`src/rtl/sdad_pkg.sv`:
```
// Shared definitions for the sigma-delta ADC decimator: defaults, FSM states, helpers.
package sdad_pkg;

  localparam int C_CLK_FRQ_DEF    = 100_000_000;
  localparam int C_MOD_FRQ_DEF    = 1_000_000;
  localparam int C_OSR_DEF        = 256;
  localparam int C_DATA_WIDTH_DEF = 8;

  // IDLE: loop stopped; SETTLE: first window is thrown away; RUN: windows are published.
  typedef enum logic [1:0] {
    ST_IDLE   = 2'd0,
    ST_SETTLE = 2'd1,
    ST_RUN    = 2'd2
  } state_t;

  // Ceiling log2, usable in constant expressions.
  function automatic int clog2(input int value);
    int result;
    result = 0;
    for (int i = 0; i < 31; i++) begin
      if ((1 << i) < value) result = i + 1;
    end
    return result;
  endfunction

endpackage

```
`src/rtl/sdad_if.sv`:
```
// Sample handshake between the decimator (master) and its consumer (slave).
interface sdad_if
  import sdad_pkg::*;
#(
  parameter int C_DATA_WIDTH = C_DATA_WIDTH_DEF
) ();

  logic                    valid;
  logic                    ack;
  logic [C_DATA_WIDTH-1:0] data;
  logic                    error;

  modport master (
    output valid,
    output data,
    output error,
    input  ack
  );

  modport slave (
    input  valid,
    input  data,
    input  error,
    output ack
  );

endinterface

```
`src/rtl/sdad_tick.sv`:
```
// Divides the system clock down to a one-cycle modulator tick strobe.
module sdad_tick
  import sdad_pkg::*;
#(
  parameter int C_CLK_FRQ = C_CLK_FRQ_DEF,
  parameter int C_MOD_FRQ = C_MOD_FRQ_DEF
) (
  input  logic rstb,
  input  logic clk,
  input  logic enable,
  output logic tick
);

  localparam int DIV   = C_CLK_FRQ / C_MOD_FRQ;
  localparam int CNT_W = (clog2(DIV) < 1) ? 1 : clog2(DIV);

  logic [CNT_W-1:0] cnt;

  // The strobe is gated by enable so no tick can slip out while the loop is stopped.
  assign tick = enable && (cnt == CNT_W'(DIV - 1));

  // Free-running divider, parked at zero whenever the loop is disabled.
  always_ff @(posedge clk or negedge rstb) begin
    if (!rstb) begin
      cnt <= '0;
    end else if (!enable) begin
      cnt <= '0;
    end else if (tick) begin
      cnt <= '0;
    end else begin
      cnt <= cnt + 1'b1;
    end
  end

endmodule

```
`src/rtl/sdad_decimator.sv`:
```
// First-order sigma-delta loop closure plus boxcar decimator with a valid/ack output.
module sdad_decimator
  import sdad_pkg::*;
#(
  parameter int C_CLK_FRQ    = C_CLK_FRQ_DEF,
  parameter int C_MOD_FRQ    = C_MOD_FRQ_DEF,
  parameter int C_OSR        = C_OSR_DEF,
  parameter int C_DATA_WIDTH = C_DATA_WIDTH_DEF
) (
  input  logic   clk,
  input  logic   rstb,
  input  logic   enable,
  input  logic   cmp,
  output logic   fb,
  sdad_if.master smp
);

  localparam int LOG2_OSR = clog2(C_OSR);
  localparam int CNT_W    = LOG2_OSR + 1;
  localparam int SHIFT    = LOG2_OSR - C_DATA_WIDTH;
  localparam int SAT      = (1 << LOG2_OSR) - 1;

  logic                    cmp_meta;
  logic                    cmp_sync;
  logic                    tick;
  logic                    window_end;
  logic [LOG2_OSR-1:0]     tick_cnt;
  logic [CNT_W-1:0]        ones_cnt;
  logic [LOG2_OSR-1:0]     sat_cnt;
  logic [C_DATA_WIDTH-1:0] result;
  logic                    publish;
  logic                    valid_q;
  logic [C_DATA_WIDTH-1:0] data_q;
  logic                    error_q;
  state_t                  state;
  state_t                  state_next;

  sdad_tick #(
    .C_CLK_FRQ (C_CLK_FRQ),
    .C_MOD_FRQ (C_MOD_FRQ)
  ) u_tick (
    .rstb   (rstb),
    .clk    (clk),
    .enable (enable),
    .tick   (tick)
  );

  // Two-flop synchronizer: the comparator toggles with no relation to clk.
  always_ff @(posedge clk or negedge rstb) begin
    if (!rstb) begin
      cmp_meta <= 1'b0;
      cmp_sync <= 1'b0;
    end else begin
      cmp_meta <= cmp;
      cmp_sync <= cmp_meta;
    end
  end

  assign window_end = tick && (tick_cnt == LOG2_OSR'(C_OSR - 1));

  // A full window of all ones counts OSR, one more than the output range holds.
  assign sat_cnt = (ones_cnt > CNT_W'(SAT)) ? LOG2_OSR'(SAT) : ones_cnt[LOG2_OSR-1:0];
  assign result  = C_DATA_WIDTH'(sat_cnt >> SHIFT);

  // Loop feedback and window accumulation; the closing tick's bit seeds the next window.
  always_ff @(posedge clk or negedge rstb) begin
    if (!rstb) begin
      fb       <= 1'b0;
      tick_cnt <= '0;
      ones_cnt <= '0;
    end else if (!enable) begin
      fb       <= 1'b0;
      tick_cnt <= '0;
      ones_cnt <= '0;
    end else if (tick) begin
      fb       <= cmp_sync;
      tick_cnt <= tick_cnt + 1'b1;
      if (window_end) begin
        ones_cnt <= CNT_W'(cmp_sync);
      end else begin
        ones_cnt <= ones_cnt + CNT_W'(cmp_sync);
      end
    end
  end

  // FSM state register.
  always_ff @(posedge clk or negedge rstb) begin
    if (!rstb) begin
      state <= ST_IDLE;
    end else begin
      state <= state_next;
    end
  end

  // Next state, and whether the closing window gets published.
  always_comb begin
    state_next = state;
    publish    = 1'b0;
    case (state)
      ST_IDLE: begin
        if (enable) state_next = ST_SETTLE;
      end
      ST_SETTLE: begin
        if (!enable) begin
          state_next = ST_IDLE;
        end else if (window_end) begin
          state_next = ST_RUN;
        end
      end
      ST_RUN: begin
        if (!enable) begin
          state_next = ST_IDLE;
        end else if (window_end) begin
          publish = 1'b1;
        end
      end
      default: state_next = ST_IDLE;
    endcase
  end

  // Output holding register; a publish overrides a same-cycle ack, and overrun is sticky.
  always_ff @(posedge clk or negedge rstb) begin
    if (!rstb) begin
      valid_q <= 1'b0;
      data_q  <= '0;
      error_q <= 1'b0;
    end else if (publish) begin
      data_q  <= result;
      valid_q <= 1'b1;
      if (valid_q && !smp.ack) error_q <= 1'b1;
    end else if (valid_q && smp.ack) begin
      valid_q <= 1'b0;
      error_q <= 1'b0;
    end
  end

  assign smp.valid = valid_q;
  assign smp.data  = data_q;
  assign smp.error = error_q;

endmodule

```
`src/flat_wrapper.sv`:
```
// flat-port wrapper written by rule: the top's interface ports become plain ports
module sdad_decimator_flat import sdad_pkg::*;
#(
  parameter int C_CLK_FRQ    = C_CLK_FRQ_DEF,
  parameter int C_MOD_FRQ    = C_MOD_FRQ_DEF,
  parameter int C_OSR        = C_OSR_DEF,
  parameter int C_DATA_WIDTH = C_DATA_WIDTH_DEF
)
  (clk, rstb, enable, cmp, fb, smp_valid, smp_data, smp_error, smp_ack);
  sdad_if #(.C_DATA_WIDTH(C_DATA_WIDTH)) smp_i ();
  input  logic clk;
  input  logic rstb;
  input  logic enable;
  input  logic cmp;
  output logic fb;
  output wire logic [$bits(smp_i.valid)-1:0] smp_valid;
  output wire logic [$bits(smp_i.data)-1:0] smp_data;
  output wire logic [$bits(smp_i.error)-1:0] smp_error;
  input wire logic [$bits(smp_i.ack)-1:0] smp_ack;
  assign smp_valid = smp_i.valid;
  assign smp_data = smp_i.data;
  assign smp_error = smp_i.error;
  assign smp_i.ack = smp_ack;
  sdad_decimator #(.C_CLK_FRQ(C_CLK_FRQ), .C_MOD_FRQ(C_MOD_FRQ), .C_OSR(C_OSR), .C_DATA_WIDTH(C_DATA_WIDTH)) u_core (.clk(clk), .rstb(rstb), .enable(enable), .cmp(cmp), .fb(fb), .smp(smp_i));
endmodule
```
`config.mk`:
```
export PLATFORM = sky130hd
export DESIGN_NAME = sdad_decimator_flat
export DESIGN_NICKNAME = d
export VERILOG_FILES = /design/src/rtl/sdad_pkg.sv /design/src/rtl/sdad_if.sv /design/src/rtl/sdad_tick.sv /design/src/rtl/sdad_decimator.sv /design/src/flat_wrapper.sv
export SDC_FILE = /design/constraint.sdc
export NUM_CORES = 1
export LEC_CHECK = 0
export CORE_MARGIN = 5
export CORE_UTILIZATION = 35
export CTS_CLUSTER_DIAMETER = 50
export DETAILED_ROUTE_END_ITERATION = 10
export PLACE_DENSITY_LB_ADDON = 0.3
export SETUP_SLACK_MARGIN = 0.4
export SLEW_MARGIN = 10
export SYNTH_ARGS = -nofsm -noshare
export SYNTH_HDL_FRONTEND = slang
export SYNTH_HIERARCHICAL = 1
export SYNTH_SLANG_ARGS = --single-unit
```
`constraint.sdc`:
```
create_clock -name clk -period 3.21 [get_ports clk]
set_clock_uncertainty 0.15 [all_clocks]
set_input_delay 0.642 -clock clk [delete_from_list [all_inputs] [get_ports clk]]
set_output_delay 0.642 -clock clk [all_outputs]
set_load 0.05 [all_outputs]
```
Word level (Yosys, flattened, before mapping)

Index checks and enable logic that the tools add are counted.

Add/sub/neg operators: 3
$lt $le $gt $ge: 1
Equality and inequality tests: 9
Mux-type cells: 22
Reductions and logical operators: 9

Operators by type and width:

| operator                                                      | count |
|---|---|
| 2-to-1 mux 9 bit                                              | 3 |
| 2-to-1 mux 8 bit                                              | 3 |
| 2-to-1 mux 7 bit                                              | 2 |
| adder 9 x 1 -> 9 bit                                          | 1 |
| greater-than comparator 9 x 8 -> 1 bit, second input constant | 1 |
| 2-to-1 mux 1 bit                                              | 9 |
| adder 8 x 1 -> 8 bit, second input constant                   | 1 |
| equality test 8 bit, second input constant                    | 1 |
| 2-to-1 mux 2 bit                                              | 4 |
| adder 7 x 1 -> 7 bit, second input constant                   | 1 |
| equality test 7 bit, second input constant                    | 1 |
| != test 2 bit, second input constant                          | 3 |
| one-hot mux 2 bit (3 select lines)                            | 1 |
| logical AND 1 bit                                             | 4 |
| != test 3 x 2 -> 1 bit, second input constant                 | 1 |
| AND reduction 3 bit                                           | 1 |
| equality test 2 x 1 -> 1 bit, second input constant           | 1 |
| equality test 2 bit, second input constant                    | 1 |
| logical NOT 2 bit                                             | 1 |
| != test 2 x 1 -> 1 bit, second input constant                 | 1 |
| AND reduction 2 bit                                           | 1 |
| nonzero test 2 bit                                            | 1 |
| logical NOT 1 bit                                             | 1 |

Flip-flop bits (word level): 39
Input port bits: 5
Output and inout port bits: 11
Word-level logic and storage cells: 54

Logic depth before layout (Yosys ltp)

Gate-level depths: netlist of run 1.

Depth in word-level cells: 8
Gate-level depth with buffers: 8
Mapped depth without buffers: 6

Hierarchy

The synthesis of run 1 kept the hierarchy.

Modules (own cells, without submodules):

| module         | times used | cells each | area an instance (um^2) | sequential area each (um^2) |
|---|---|---|---|---|
| sdad_decimator | 1          | 149        | 1577.8                  | 800.8 |
| sdad_tick      | 1          | 36         | 369.1                   | 175.2 |

Worst setup path after synthesis of run 1

OpenSTA, ideal clock, no wires.

Kind: input to register
From: input port enable
To: register u_core.ones_cnt[7]
Setup time: 0.079 ns
Data arrival time: 1.962 ns
Data required time: 2.981 ns
Slack: 1.018 ns
Stages: 7
Buffers on the path: 1
Path through: nand2_1 > nor4_2 > and2_1 > nor2b_4 > buf_2 > nor4_1 > mux2i_1

Longest elaborated chain between the ends: 5
Elaborated cells on any way between the ends: 6
Classes of those cells: 1 x eq/ne; 3 x mux; 2 x reduce/logical

RTL lines:

| element              | line                 | RTL |
|---|---|---|
| start, declared      | flat_wrapper.sv:13   | `input logic enable;` |
| logical AND 1 bit *  | sdad_tick.sv:20      | `assign tick = enable && (cnt == CNT_W'(DIV - 1));` |
| via u_core.tick      | sdad_decimator.sv:25 | `logic tick;` |
| logical AND 1 bit    | sdad_decimator.sv:59 | `assign window_end = tick && (tick_cnt == LOG2_OSR'(C_OSR - 1));` |
| 2-to-1 mux 9 bit     | sdad_decimator.sv:78 | `if (window_end) begin` |
| 2-to-1 mux 9 bit     | sdad_decimator.sv:75 | `end else if (tick) begin` |
| 2-to-1 mux 9 bit     | sdad_decimator.sv:71 | `end else if (!enable) begin` |
| end signal, assigned | sdad_decimator.sv:79 | `ones_cnt <= CNT_W'(cmp_sync);` |
| end signal, assigned | sdad_decimator.sv:81 | `ones_cnt <= ones_cnt + CNT_W'(cmp_sync);` |
| end, declared        | sdad_decimator.sv:28 | `logic [CNT_W-1:0] ones_cnt;` |

Mark *: on every way through the listed nets, which the timed path passes. The rest lies on a longest branch. The select of a mux whose other input is x is not followed.
A chain may end at the register's enable or synchronous reset.

Final worst setup path of run 1

From: input port enable
To: register u_core.ones_cnt[2]

The elaborated chain is that of the path after synthesis.

==> flow_summary.json, run 1 <==
{
  "r2r-end": "u_core/ones_cnt[2]$_DFFE_PN0P_",
  "yosysTopAreaCell": "dfrtp_1",
  "via_count": 1442,
  "synth_top_area_share": 0.501,
  "hp-start": "u_core/cmp_meta$_DFF_PN0_",
  "ys_types": 39,
  "synth_top_family_by_area": "simple AND/OR/NAND/NOR gates",
  "clkTransAtPathRegs_ns": 0.08,
  "die_area_um2": 7150,
  "timing.max_slew.rel_slack": 0.421,
  "synthCells": 185,
  "r2r_slack_ns": 0.96,
  "postSynthAreaPerCell_um2": 10.5,
  "wl_per_cell_um": 13.7,
  "timing.fmax_ghz": 0.401,
  "synthXorXnorAreaFrac": 0.0270,
  "grt_pass1_wl_um": 6730,
  "drive_gt1_frac": 0.102,
  "htree_levels": 2,
  "netlist_top_cells_count": "dfrtp_1 (39), nor2_1 (16), inv_1 (14)",
  "antenna_found_initial": 0,
  "cts_hold_buffers": 0,
  "finalPower_w": 0.000875,
  "synth-main-ff-cell": "dfrtp_1",
  "postRouteAntennaNets": 0,
  "routed_wl_um": 3790,
  "finalNetCount": 214,
  "num_rows": 27,
  "drc": 0,
  "hold_end": "u_core/cmp_sync$_DFF_PN0_",
  "synth_fa_ha_area_frac": 0.0257,
  "root_buffer": "clkbuf_8",
  "yosys-top-cells-area": "dfrtp_1 (50%), mux2i_1 (6.2%), nor2_1 (3.1%), o31ai_1 (3.1%), a21oi_1 (2.8%)",
  "start_util": 0.356,
  "synth_simple_gate_area_frac": 0.201,
  "status": "finished clean",
  "ir_drop_uv": 200,
  "instances_no_fill": 277,
  "muxShareOfSynthArea": 0.0617,
  "rr_worst_depth": 7,
  "cp-end-kind": "register",
  "period_minus_slack_ns": 2.49,
  "yosysSeqAreaShare": 0.501,
  "arrival_ns": 2.51,
  "fin_area_um2": 2270,
  "synth-seq-cells": 39,
  "slew_violations": 0,
  "grt_pass1_vias": 1435,
  "crit_required_ns": 3.22,
  "syn_nets": 194,
  "gp_congestion": 0.747,
  "worst_pin_slew_ns": 0.868,
  "r2r-start": "u_core/u_tick/cnt[4]$_DFF_PN0_",
  "synth_edf_count": 0,
  "hold_depth": 0,
  "grt-ovfl-total": 0,
  "dp_hpwl_um": 2620,
  "fp.dieH_um": 84.6,
  "path_max_fanout": 7,
  "die_width_um": 84.6,
  "clk_latency_ns": 0.29,
  "rsz0062_at_grt": "no",
  "max-clock-path-buffers": 2,
  "portBuffers": 15,
  "drt-initial-drc-count": 74,
  "hold_violations": 0,
  "setup_tns_ns": 0,
  "grt_usage": 0.117,
  "core_um2": 5470,
  "syn-cell-area_um2": 1950,
  "yosysWarnings": 6,
  "hold_class": "reg2reg",
  "io_pins": 16,
  "async_reset_ff_frac": 1.00,
  "power.density_nw_per_um2": 386,
  "cts_sinks": 39,
  "cts_setup_buffers": 0,
  "period_share": 0.776,
  "synthMostInstantiatedCell": "dfrtp_1",
  "area_growth_syn_to_layout_pct": 16.5,
  "setup_viol": 0,
  "cp-start-kind": "primary input",
  "path_class": "in2reg",
  "placed_area_um2": 2180,
  "synth-compound-area-share": 0.137,
  "post_cts_resized": 0,
  "first_pass_iters": 4,
  "leakagePower_nw": 1.02,
  "cts_buffers": 5,
  "via_per_inst": 5.21,
  "max-cap-violations": 0,
  "grt_max_degree": 40,
  "tritoncts": "yes",
  "diodes": 0,
  "dp_cells": 270
}
layer usage:
layer	vias to the layer above	routed length, µm	global-route usage
li1	709	-	-
met1	700	1750	0.137
met2	28	1830	0.195
met3	5	140	0.0373
met4	0	65	0.0489
met5	-	0	0
layout make-up:
type | count | area (µm²)
inverter | 14 | 52.6
sequential | 39 | 976
timing repair buffer | 20 | 183
clock inverter | 1 | 5.00
clock buffer | 6 | 82.6
fill | 557 | 3200
tap | 72 | 90.1
multi-input combinational | 125 | 880
registers in the layout (all words and copies together) (netlist names):
| name | count |
|---|---|
| u_core/fb | 1 |
| u_core/smp.data | 8 |
| u_core/tick_cnt | 8 |
| u_core/cmp_sync | 1 |
| u_core/u_tick/cnt | 7 |
| u_core/smp.error | 1 |
| u_core/state | 2 |
| u_core/smp.valid | 1 |
| u_core/ones_cnt | 9 |
| u_core/cmp_meta | 1 |
report_power, final:
group / total [W] / internal [W] / switching (W)
Clock: 0.000339 / 0.000169 / 0.000170
Combinational: 0.0000355 / 0.0000116 / 0.0000239
Sequential: 0.000501 / 0.000496 / 0.00000468
placed cells by master, fill, tap and decap left out, types with 2 or more instances in the layout:
master / instances
ha_1: 4
nand2_1: 9
o21ai_0: 4
and4_1: 3
o31ai_1: 8
o311ai_0: 4
or4_1: 6
nand2b_1: 5
nand3_1: 9
and2_1: 2
a211o_1: 2
clkbuf_8: 6
nand4_1: 4
and3b_1: 2
xnor2_1: 2
a21oi_1: 11
a31oi_1: 2
clkdlybuf4s50_1: 14
dfrtp_1: 39
mux2i_1: 12
inv_1: 14
xor2_1: 4
buf_4: 5
or3_1: 3
nor2_1: 16
kinds of logic (layout without fill, tap and decap cells):
group	after synthesis	after routing
buf+inv	21	41
compound gates	37	37
mux	12	12
fa+ha+maj	4	4
simple gates	66	66
flops	39	39
xor+xnor	6	6
stage by stage:
stage / setup WS [ns] / hold WS (ns) / util
2_1_floorplan: 1.02 / 0.181 / -
3_3_place_gp: 0.451 / 0.182 / 0.398
3_5_place_dp: 0.423 / 0.187 / 0.398
4_1_cts: 0.730 / 0.203 / 0.414
5_1_grt: 0.562 / 0.207 / 0.414
6_report: 0.718 / 0.198 / 0.414
critical path, stage by stage:
cell and delay [ns]:
clkdlybuf4s50_1 0.48, nand2_1 0.08, nor4_2 0.16, and2_1 0.20, buf_4 0.15, nand3_1 0.21, o31ai_2 0.48, nor2_1 0.10
worst max-delay path by stage:
stage	from	endpoint	slack [ns]	cells after the start
5_1_grt	enable	u_core/ones_cnt[6]$_DFFE_PN0P_	0.56	8
2_1_floorplan	enable	u_core/ones_cnt[7]$_DFFE_PN0P_	1.02	7
4_1_cts	enable	u_core/ones_cnt[2]$_DFFE_PN0P_	0.73	8
3_3_place_gp	enable	u_core/ones_cnt[2]$_DFFE_PN0P_	0.45	8
6_report	enable	u_core/ones_cnt[2]$_DFFE_PN0P_	0.72	8
3_5_place_dp	enable	u_core/ones_cnt[2]$_DFFE_PN0P_	0.42	8
(Power assumes the default switching activity.)
==> inputs of run 2 (changes only) <==
- clock period: 3.21 -> 2 ns (I/O delays scaled with it)
==> run 2 against run 1 <==
Combinational power up 130%. Critical endpoint is now u_core/tick_cnt[7]$_DFFE_PN0P_. Clock-buffer cell count unchanged. Worst setup slack worse by 0.62 ns. Die area unchanged. Final cell count up 7.9%. Via count up 6.9%. Sequential share of layout area down 4.9 points. Largest cell class is now multi-input gates. Largest power group unchanged.
==> flow_summary.json, run 2 (synthesized netlist as in run 1, its figures left out) <==
{
  "path_max_fanout": 7,
  "hold_class": "reg2reg",
  "gp_congestion": 0.791,
  "arrival_ns": 1.96,
  "r2r-end": "u_core/tick_cnt[7]$_DFFE_PN0P_",
  "top_register": "u_core/ones_cnt",
  "timing.max_slew.rel_slack": 0.765,
  "max-cap-violations": 0,
  "period_share": 0.949,
  "cts_buffers": 5,
  "rr_worst_depth": 5,
  "cts_sinks": 39,
  "final_util": 0.468,
  "drt-initial-drc-count": 48,
  "placed_area_um2": 2320,
  "routed_wl_um": 4170,
  "wl_per_cell_um": 13.9,
  "diodes": 0,
  "first_pass_iters": 4,
  "hold_depth": 0,
  "finalNetCount": 235,
  "fin_area_um2": 2560,
  "area_growth_syn_to_layout_pct": 31.5,
  "crit_chain": "nor4_4 -> and2_4 -> nor2b_4 -> or4_1 -> a21oi_1",
  "drc": 0,
  "tritoncts": "yes",
  "portBuffers": 15,
  "start_util": 0.356,
  "critical-path-top-delay-family": "simple AND/OR/NAND/NOR gates",
  "rsz0062_at_grt": "yes",
  "ir_drop_uv": 398,
  "layout_common_cells": "dfrtp_1 (38), buf_4 (31), nor2_1 (16), inv_1 (14), mux2i_1 (12)",
  "grt_pass1_vias": 1462,
  "slowest_stage": "or4_1",
  "crit_required_ns": 2.06,
  "slowest_delay_ns": 0.50,
  "hold_end": "u_core/cmp_sync$_DFF_PN0_",
  "via_count": 1541,
  "root_buffer": "clkbuf_8",
  "drive_gt1_frac": 0.308,
  "cp-start-kind": "register",
  "largest_reg_flops": 9,
  "core_um2": 5470,
  "num_rows": 27,
  "die_area_um2": 7150,
  "postRouteAntennaNets": 0,
  "hold_violations": 0,
  "slew_violations": 0,
  "period_minus_slack_ns": 1.90,
  "final_common_cell": "dfrtp_1",
  "clk_latency_ns": 0.29,
  "grt-ovfl-total": 0,
  "io_pins": 16,
  "fp.dieH_um": 84.6,
  "whs_ns": 0.200,
  "cp.buffers_inverters": 0,
  "antenna_found_initial": 0,
  "r2r_slack_ns": 0.10,
  "r2r-start": "u_core/u_tick/cnt[3]$_DFF_PN0_",
  "setup_viol": 0,
  "power.density_nw_per_um2": 615,
  "dp_hpwl_um": 2710,
  "via_per_inst": 5.15,
  "cp-end-kind": "register",
  "max-clock-path-buffers": 2,
  "htree_levels": 2,
  "path_class": "reg2reg",
  "status": "finished clean",
  "die_width_um": 84.6,
  "crit_start": "u_core/u_tick/cnt[3]$_DFF_PN0_",
  "hp-start": "u_core/cmp_meta$_DFF_PN0_",
  "grt_max_degree": 40,
  "grt_pass1_wl_um": 6990,
  "grt_usage": 0.121,
  "leakagePower_nw": 1.17,
  "timing.fmax_ghz": 0.527,
  "clkTransAtPathRegs_ns": 0.08,
  "worst_pin_slew_ns": 0.349
}
run 2: cell types whose count changed in the layout (fill, tap and decap cells not counted), sizes merged:
cell	delta
buf	+30
bufinv	+1
clkdlybuf4s50	-12
dlygate4sd2	+1
dlygate4sd3	+1
nor2b	+1
run 2: layer usage:
layer  vias to the layer above  GRT usage  share of wire
li1                        756          -              -
met1                       760      0.160           0.47
met2                        20      0.185           0.48
met3                         5     0.0363          0.041
met4                         0     0.0475          0.013
met5                         -          0              0
run 2: power breakdown:
part | switching (W) | total [W] | internal, W
clock network | 0.000286 | 0.000690 | 0.000404
registers | 0.00000718 | 0.000803 | 0.000796
logic | 0.0000473 | 0.0000820 | 0.0000347
run 2: worst max-delay path by stage:
stage | endpoint | slack [ns] | depth (start not counted)
5_1_grt | u_core/tick_cnt[7]$_DFFE_PN0P_ | 0.03 | 5
4_1_cts | u_core/tick_cnt[7]$_DFFE_PN0P_ | 0.05 | 6
2_1_floorplan | u_core/smp.data[0]$_DFFE_PN0P_ | 0.09 | 7
3_5_place_dp | u_core/tick_cnt[6]$_DFFE_PN0P_ | -0.44 | 7
3_3_place_gp | u_core/tick_cnt[6]$_DFFE_PN0P_ | -0.41 | 7
6_report | u_core/tick_cnt[7]$_DFFE_PN0P_ | 0.10 | 5
run 2: timing repair:
item                       CTS  global route
cloned                       1             0
hold buffers                 1             0
gates resized for setup      5            12
hold endpoints to repair    39             0
setup endpoints to repair   30            30
pin swaps                    8            10
buffers inserted             4             2
run 2: through the flow:
step	std cells	power, W	setup WS [ns]	TNS (ns)
2_1_floorplan	185	0.000845	0.0927	0
3_3_place_gp	283	0.000895	-0.406	-9.16
3_5_place_dp	283	0.000895	-0.438	-9.83
4_1_cts	297	0.00159	0.0488	0
5_1_grt	299	0.00164	0.0309	0
6_report	299	0.00157	0.102	0
run 2: layout make-up:
type                            instances  area (µm²)
Tap cell                               72        90.1
Clock inverter                          2        35.0
Sequential cell                        39         977
Fill cell                             509        2910
Clock buffer                            6        82.6
Multi-Input combinational cell        126         983
Inverter                               14        52.6
Timing Repair Buffer                   40         339
==> inputs of run 3 (changes only) <==
- MAX_ROUTING_LAYER: default -> met4
- PLACE_DENSITY_LB_ADDON: 0.3 -> default
==> run 3 against run 2 <==
Maximum frequency increased by 0.40%. Worst setup slack improved by 0.0076 ns. Total power decreased by 9.6%. Critical endpoint is now u_core/ones_cnt[4]$_DFFE_PN0P_.
==> flow_summary.json, run 3 (synthesized netlist as in run 1, its figures left out) <==
{
  "grt_max_degree": 21,
  "period_minus_slack_ns": 1.89,
  "max-clock-path-buffers": 2,
  "gp_congestion": 0.838,
  "setup_slack_ns": 0.110,
  "hold_violations": 0,
  "layout_common_cells": "dfrtp_1 (38), buf_4 (31), nor2_1 (15), inv_1 (14), mux2i_1 (12)",
  "via_per_inst": 5.07,
  "r2r-start": "u_core/u_tick/cnt[3]$_DFF_PN0_",
  "finalNetCount": 236,
  "rr_worst_depth": 7,
  "hold_depth": 0,
  "r2r_slack_ns": 0.11,
  "cts_sinks": 39,
  "drc": 0,
  "htree_levels": 2,
  "path_class": "reg2reg",
  "hold_class": "reg2reg",
  "power.density_nw_per_um2": 555,
  "hp-start": "u_core/cmp_meta$_DFF_PN0_",
  "ir_drop_uv": 479,
  "antenna_found_initial": 0,
  "final_util": 0.469,
  "setup_viol": 0,
  "num_rows": 27,
  "grt-ovfl-total": 0,
  "postRouteAntennaNets": 0,
  "start_util": 0.356,
  "cp-end-kind": "register",
  "finalPower_w": 0.00142,
  "crit_required_ns": 2.02,
  "path_max_fanout": 7,
  "wl_per_cell_um": 13.7,
  "core_um2": 5470,
  "dp_cells": 282,
  "place_ws_ns": -0.433,
  "drive_gt1_frac": 0.308,
  "dp_hpwl_um": 2780,
  "timing.max_slew.rel_slack": 0.684,
  "period_share": 0.945,
  "portBuffers": 15,
  "grt_usage": 0.124,
  "grt_pass1_vias": 1489,
  "die_width_um": 84.6,
  "largest_reg_flops": 9,
  "worst_pin_slew_ns": 0.473,
  "diodes": 0,
  "via_count": 1516,
  "tritoncts": "yes",
  "grt_pass1_wl_um": 7060,
  "io_pins": 16,
  "r2r-end": "u_core/ones_cnt[4]$_DFFE_PN0P_",
  "slew_violations": 0,
  "die_area_um2": 7150,
  "instances_no_fill": 299,
  "leakagePower_nw": 1.17,
  "timing.fmax_ghz": 0.529,
  "cts_buffers": 5,
  "drt-initial-drc-count": 106,
  "arrival_ns": 1.91,
  "root_buffer": "clkbuf_8",
  "status": "finished clean",
  "clk_latency_ns": 0.29,
  "final_common_cell": "dfrtp_1",
  "clkTransAtPathRegs_ns": 0.07,
  "area_growth_syn_to_layout_pct": 31.9,
  "rsz0062_at_grt": "yes",
  "max-cap-violations": 0,
  "top_register": "u_core/ones_cnt",
  "fp.dieH_um": 84.6,
  "routed_wl_um": 4090,
  "cp-start-kind": "register",
  "first_pass_iters": 4,
  "hold_end": "u_core/cmp_sync$_DFF_PN0_"
}
-- run 3: how the worst max path moves through the flow --
stage / from / endpoint / slack, ns / cells past startpoint
CTS: u_core/u_tick/cnt[4]$_DFF_PN0_ / u_core/tick_cnt[7]$_DFFE_PN0P_ / 0.02 / 6
floorplan: u_core/u_tick/cnt[3]$_DFF_PN0_ / u_core/smp.data[0]$_DFFE_PN0P_ / 0.09 / 7
global placement: enable / u_core/ones_cnt[7]$_DFFE_PN0P_ / -0.41 / 7
detailed placement: enable / u_core/ones_cnt[4]$_DFFE_PN0P_ / -0.43 / 8
finish: u_core/u_tick/cnt[3]$_DFF_PN0_ / u_core/ones_cnt[4]$_DFFE_PN0P_ / 0.11 / 7
global route: u_core/u_tick/cnt[3]$_DFF_PN0_ / u_core/ones_cnt[6]$_DFFE_PN0P_ / 0.01 / 6
-- run 3: layer usage --
| layer | share of wire | global-route usage | vias to the layer above |
|---|---|---|---|
| met5 | 0 | - | - |
| met4 | 0.011 | 0.0388 | 0 |
| met3 | 0.039 | 0.0363 | 5 |
| met2 | 0.50 | 0.196 | 18 |
| met1 | 0.45 | 0.152 | 737 |
| li1 | - | - | 756 |
-- run 3: timing repair --
item,4_1_cts,5_1_grt
pin swaps,10,10
resized for setup,8,12
hold buffers,1,0
gates cloned,1,0
setup buffers,6,2
endpoints found under the setup margin,30,30
endpoints found under the hold margin,19,0
-- run 3: report_power, final --
part	switching, W	internal (W)
clock network	0.000264	0.000271
registers	0.00000656	0.000796
logic	0.0000485	0.0000384
-- run 3: layout make-up --
class | instances | area, µm²
inverters | 14 | 52.6
fillers | 518 | 2900
multi-input cells | 126 | 1010
flip-flops and latches | 39 | 977
clock inverters | 1 | 5.00
repair buffers | 41 | 350
clock buffers | 6 | 82.6
well taps | 72 | 90.1
-- run 3: critical path, cell delays in order, from the launching register on --
cell     delay, ns
dfrtp_2       0.43
nor4_4        0.28
and2_4        0.25
buf_6         0.11
nand3_4       0.13
o31ai_4       0.22
buf_6         0.16
a21oi_1       0.05
-- run 3: stage by stage --
stage | setup TNS [ns] | instance area (µm²) | hold slack (ns)
after detailed placement | -9.62 | 2310 | 0.186
after CTS | 0 | 2490 | 0.202
after global routing | 0 | 2570 | 0.204
after floorplan | 0 | 2000 | -0.0456
final | 0 | 2570 | 0.201
after global placement | -9.17 | 2310 | 0.183
==> RTL edit 1 (flow settings as in run 2) <==
Reset style: synchronous (`rstb`), changed in 5 clocked blocks.
--- a/src/rtl/sdad_tick.sv
+++ b/src/rtl/sdad_tick.sv
@@ -20,7 +20,7 @@
   assign tick = enable && (cnt == CNT_W'(DIV - 1));
 
   // Free-running divider, parked at zero whenever the loop is disabled.
-  always_ff @(posedge clk or negedge rstb) begin
+  always_ff @(posedge clk) begin
     if (!rstb) begin
       cnt <= '0;
     end else if (!enable) begin
--- a/src/rtl/sdad_decimator.sv
+++ b/src/rtl/sdad_decimator.sv
@@ -46,7 +46,7 @@
   );
 
   // Two-flop synchronizer: the comparator toggles with no relation to clk.
-  always_ff @(posedge clk or negedge rstb) begin
+  always_ff @(posedge clk) begin
     if (!rstb) begin
       cmp_meta <= 1'b0;
       cmp_sync <= 1'b0;
@@ -63,7 +63,7 @@
   assign result  = C_DATA_WIDTH'(sat_cnt >> SHIFT);
 
   // Loop feedback and window accumulation; the closing tick's bit seeds the next window.
-  always_ff @(posedge clk or negedge rstb) begin
+  always_ff @(posedge clk) begin
     if (!rstb) begin
       fb       <= 1'b0;
       tick_cnt <= '0;
@@ -84,7 +84,7 @@
   end
 
   // FSM state register.
-  always_ff @(posedge clk or negedge rstb) begin
+  always_ff @(posedge clk) begin
     if (!rstb) begin
       state <= ST_IDLE;
     end else begin
@@ -119,7 +119,7 @@
   end
 
   // Output holding register; a publish overrides a same-cycle ack, and overrun is sticky.
-  always_ff @(posedge clk or negedge rstb) begin
+  always_ff @(posedge clk) begin
     if (!rstb) begin
       valid_q <= 1'b0;
       data_q  <= '0;
Behaviour: same outputs for any inputs over 10 cycles, from zero or initial values and one cycle with rstb low; that may be too few to reach the edited logic, so the function may still have changed.
==> RTL edit 1 against run 2 <==
- first-iteration DRC count rose by 35%
- wire length is 27% lower
- count of clock-buffer cells in the layout is the same
- design area is 17% lower
- total power fell by 18%
- setup slack gained 0.00071 ns
- sequential share of layout area shrank 1.0 points
- worst hold slack gained 0.085 ns
- sequential cell count is the same
- synthesized area fell by 14%
- critical path type unchanged
- critical endpoint is now u_core/state[1]$_SDFFE_PN0P_
==> RTL edit 1: results (changes against run 2) <==
yosys:
  synth_fp_nets: 182  # -6.2%
  synthTopCellsByCount: "dfxtp_1, nor2_1, nand2_1, o21ai_0"
  async_reset_ff_share_pct: 0  # -100 points
  netlist-cell-type-count: 37  # -5.1%
  synthAdderAreaFrac_pct: 3.00  # +0.43 points
  synth-compound-area-share_pct: 13.1  # -0.64 points
  synth-xor-area-share_pct: 5.25  # +2.6 points
  ys_seq_area_share_pct: 46.8  # -3.3 points
  syn_area_per_cell_um2: 9.64  # -8.4%
  synth_mux_area_share_pct: 6.00  # -0.17 points
  synthTopCellsByArea: "dfxtp_1, mux2i_1, o21ai_0, nor2_1, nand2_1"
drt:
  drtIter0Drc: 65  # +35%
  avgRoutedWirePerCell_um: 11.5  # -17%
  viasPerCell: 4.97  # -3.5%
  first_pass_iters: 4  # unchanged
global_routing:
  first_global_vias: 1220  # -17%
  track_usage_pct: 10.9  # -1.2 points
  grt_pass1_wl_um: 5360  # -23%
  grt_max_degree: 23  # -43%
clock_network:
  cts_resized: 6  # +1
  postCtsSetupRepairBufs: 5  # +1
  cts_max_level: 2  # unchanged
power:
  peakVddDrop_v: 0.000304  # -24%
  p_comb_share_pct: 3.4  # -1.8 points
  p_per_area_mw_per_mm2: 610  # -0.78%
  powerClk_mw: 0.462  # -33%
  switchingPower_mw: 0.257  # -25%
  p_leak_nw: 0.766  # -34%
place:
  dp.final_hpwl_um: 2230  # -18%
  placed_cells: 251  # -11%
  numPortBuffers: 15  # unchanged
  gp_congestion: 0.739  # -6.5%
  place_area_mm2: 0.00198  # -15%
finish:
  antenna-diode-count: 0  # unchanged
  drive_gt1_share_pct: 26.5  # -4.3 points
  fillerInstances: 456  # -10%
  layout.cells.non_filler: 265  # -11%
  fin_nets: 221  # -6.0%
  largest_reg_flops: 9  # unchanged
status:
  status: "complete, no violations"
worst_setup_path:
  max_stage_delay_ns: 0.47  # -0.03 ns
  critPathMaxFanout: 3  # -4
  crit_slowest_cell: "or4b_4"
sta:
  worstMarginPinSlew_ns: 0.418  # +0.0688 ns
[RTL edit 1: cell count changes in the layout (fill, tap and decap cells not counted), sizes merged, moves of 4 or more]
cell / change
o21ai: +11
nand3: -7
or4: -6
dfrtp: -39
nand2b: -4
inv: -11
o31ai: -9
or3: +5
dfxtp: +39
nand2: +8
[RTL edit 1: final timing paths]
| kind | startpoint | end | slack (ns) | depth (start not counted) |
|---|---|---|---|---|
| max | u_core/u_tick/cnt[3]$_SDFF_PP0_ | u_core/state[1]$_SDFFE_PN0P_ | 0.10 | 6 |
| min | u_core/cmp_meta$_SDFF_PN0_ | u_core/cmp_sync$_SDFF_PN0_ | 0.29 | 1 |
| min reg2reg | u_core/cmp_meta$_SDFF_PN0_ | u_core/cmp_sync$_SDFF_PN0_ | 0.29 | 1 |
| max reg2reg | u_core/u_tick/cnt[3]$_SDFF_PP0_ | u_core/state[1]$_SDFFE_PN0P_ | 0.10 | 6 |
[RTL edit 1: area by class of cell]
| cell class | instances | share of cell area, % |
|---|---|---|
| multi-input combinational | 126 | 42.1 |
| sequential | 39 | 37.2 |
| timing repair buffer | 37 | 13.5 |
| clock buffer | 6 | 3.43 |
| tap | 54 | 3.19 |
| inverter | 3 | 0.532 |
[RTL edit 1: routing by layer]
layer | part of all wire, % | GRT usage [%] | vias to the layer above | wire [um]
li1 | - | - | 693 | -
met1 | 51 | 14.2 | 600 | 1570
met2 | 43 | 16.2 | 19 | 1300
met3 | 3.7 | 3.74 | 6 | 114
met4 | 2.1 | 4.64 | 0 | 63
met5 | 0 | 0 | - | 0
[RTL edit 1: metrics by stage]
step,setup slack [ns],utilization (%)
after floorplan,0.135,-
after global placement,-0.318,42.5
after detailed placement,-0.346,42.5
after CTS,0.129,45.0
after global routing,0.0318,45.4
final,0.103,45.4
==> RTL edit 2 (flow settings as in run 2) <==
Without the edit above. Change the package constant `C_DATA_WIDTH_DEF` from 8 to 6.
--- a/src/rtl/sdad_pkg.sv
+++ b/src/rtl/sdad_pkg.sv
@@ -4,7 +4,7 @@
   localparam int C_CLK_FRQ_DEF    = 100_000_000;
   localparam int C_MOD_FRQ_DEF    = 1_000_000;
   localparam int C_OSR_DEF        = 256;
-  localparam int C_DATA_WIDTH_DEF = 8;
+  localparam int C_DATA_WIDTH_DEF = 6;
 
   // IDLE: loop stopped; SETTLE: first window is thrown away; RUN: windows are published.
   typedef enum logic [1:0] {
Interface: changed (resized smp_data); port bits go from 16 to 14. The function was not compared with the original's and may differ.
==> RTL edit 2 against run 2 <==
- setup slack got worse by 0.055 ns
- wire length fell by 9.3%
- clock power fell by 24%
- first-iteration DRC count fell by 4.2%
- synthesized cell count fell by 3.8%
- total power fell by 14%
- die area fell by 4.5%
- sequential cell count fell by 2
- synthesized area fell by 5.1%
- design area fell by 3.0%
- largest cell class unchanged
- critical endpoint is now u_core/ones_cnt[4]$_DFFE_PN0P_
==> RTL edit 2: results (changes against run 2) <==
global_routing:
  use_met1_pct: 16.7  # +0.78 points
  first_global_vias: 1474  # +0.82%
  grt_pass1_wl_um: 6770  # -3.2%
  use_met2_pct: 20.4  # +1.9 points
place:
  gp_congestion: 0.771  # -2.5%
  dp.final_hpwl_um: 2590  # -4.6%
power:
  peakVddDrop_v: 0.000331  # -17%
drt:
  vias: 1428  # -7.3%
  met2_length_um: 1780  # -11%
  wl_met1_um: 1810  # -7.4%
yosys:
  synthTopCellsByArea: "dfrtp_1, mux2i_1, nor2_1, o31ai_1, ha_1"
  synth-xor-area-share_pct: 3.32  # +0.62 points
  synthAdderAreaFrac_pct: 2.71  # +0.14 points
  synth_fp_nets: 187  # -3.6%
  synthTopCellsByCount: "dfrtp_1, nor2_1, inv_1, mux2i_1"
  ys_seq_area_share_pct: 50.1  # about the same
  synth-compound-area-share_pct: 12.4  # -1.3 points
status:
  status: "complete, no violations"
finish:
  drive_gt1_share_pct: 31.4  # +0.53 points
  fin_nets: 229  # -2.6%
  fillerInstances: 490  # -3.7%
worst_setup_path:
  rr_startpoint: "u_core/u_tick/cnt[4]$_DFF_PN0_"
  max_stage_delay_ns: 0.46  # -0.04 ns
  cp.arrival_ns: 2.02  # +0.06 ns
  timing.critical_path.from: "u_core/u_tick/cnt[4]$_DFF_PN0_"
sta:
  maxSlewHeadroom_pct: 71.0  # -5.4 points
clock_network:
  postCtsSetupRepairBufs: 7  # +3
[RTL edit 2: cell count changes in the layout (fill, tap and decap cells not counted), moves of 3 or more]
cell,delta
buf_6,+3
a21oi_1,-3
buf_4,-3
o211ai_1,+3
o21ai_1,+3
[RTL edit 2: through the flow]
stage,cells,setup WS [ns]
finish,290,0.0473
global route,290,-0.0452
CTS,288,0.0495
detailed placement,273,-0.532
global placement,273,-0.436
floorplan,178,0.0261
[RTL edit 2: report_power, final]
| part | switching (mW) | total (mW) | internal, mW | leakage [nW] |
|---|---|---|---|---|
| Combinational | 0.0445 | 0.0727 | 0.0282 | 0.564 |
| Sequential | 0.00657 | 0.762 | 0.756 | 0.475 |
| Clock | 0.251 | 0.524 | 0.273 | 0.0443 |
[RTL edit 2: layout make-up]
cell class / count / share of cell area (%)
Tap cell: 70 / 3.53
Timing Repair Buffer: 41 / 14.9
Clock buffer: 7 / 3.48
Multi-Input combinational cell: 121 / 38.6
Inverter: 14 / 2.12
Sequential cell: 37 / 37.3
[RTL edit 2: worst min path at each step]
stage	slack [ns]	from	end
2_1_floorplan	-0.05	rstb	u_core/cmp_meta$_DFF_PN0_
3_3_place_gp	0.21	rstb	u_core/ones_cnt[8]$_DFFE_PN0P_
3_5_place_dp	0.20	u_core/cmp_meta$_DFF_PN0_	u_core/cmp_sync$_DFF_PN0_
4_1_cts	0.21	u_core/cmp_meta$_DFF_PN0_	u_core/cmp_sync$_DFF_PN0_
5_1_grt	0.24	u_core/cmp_meta$_DFF_PN0_	u_core/cmp_sync$_DFF_PN0_
6_report	0.22	u_core/cmp_meta$_DFF_PN0_	u_core/cmp_sync$_DFF_PN0_
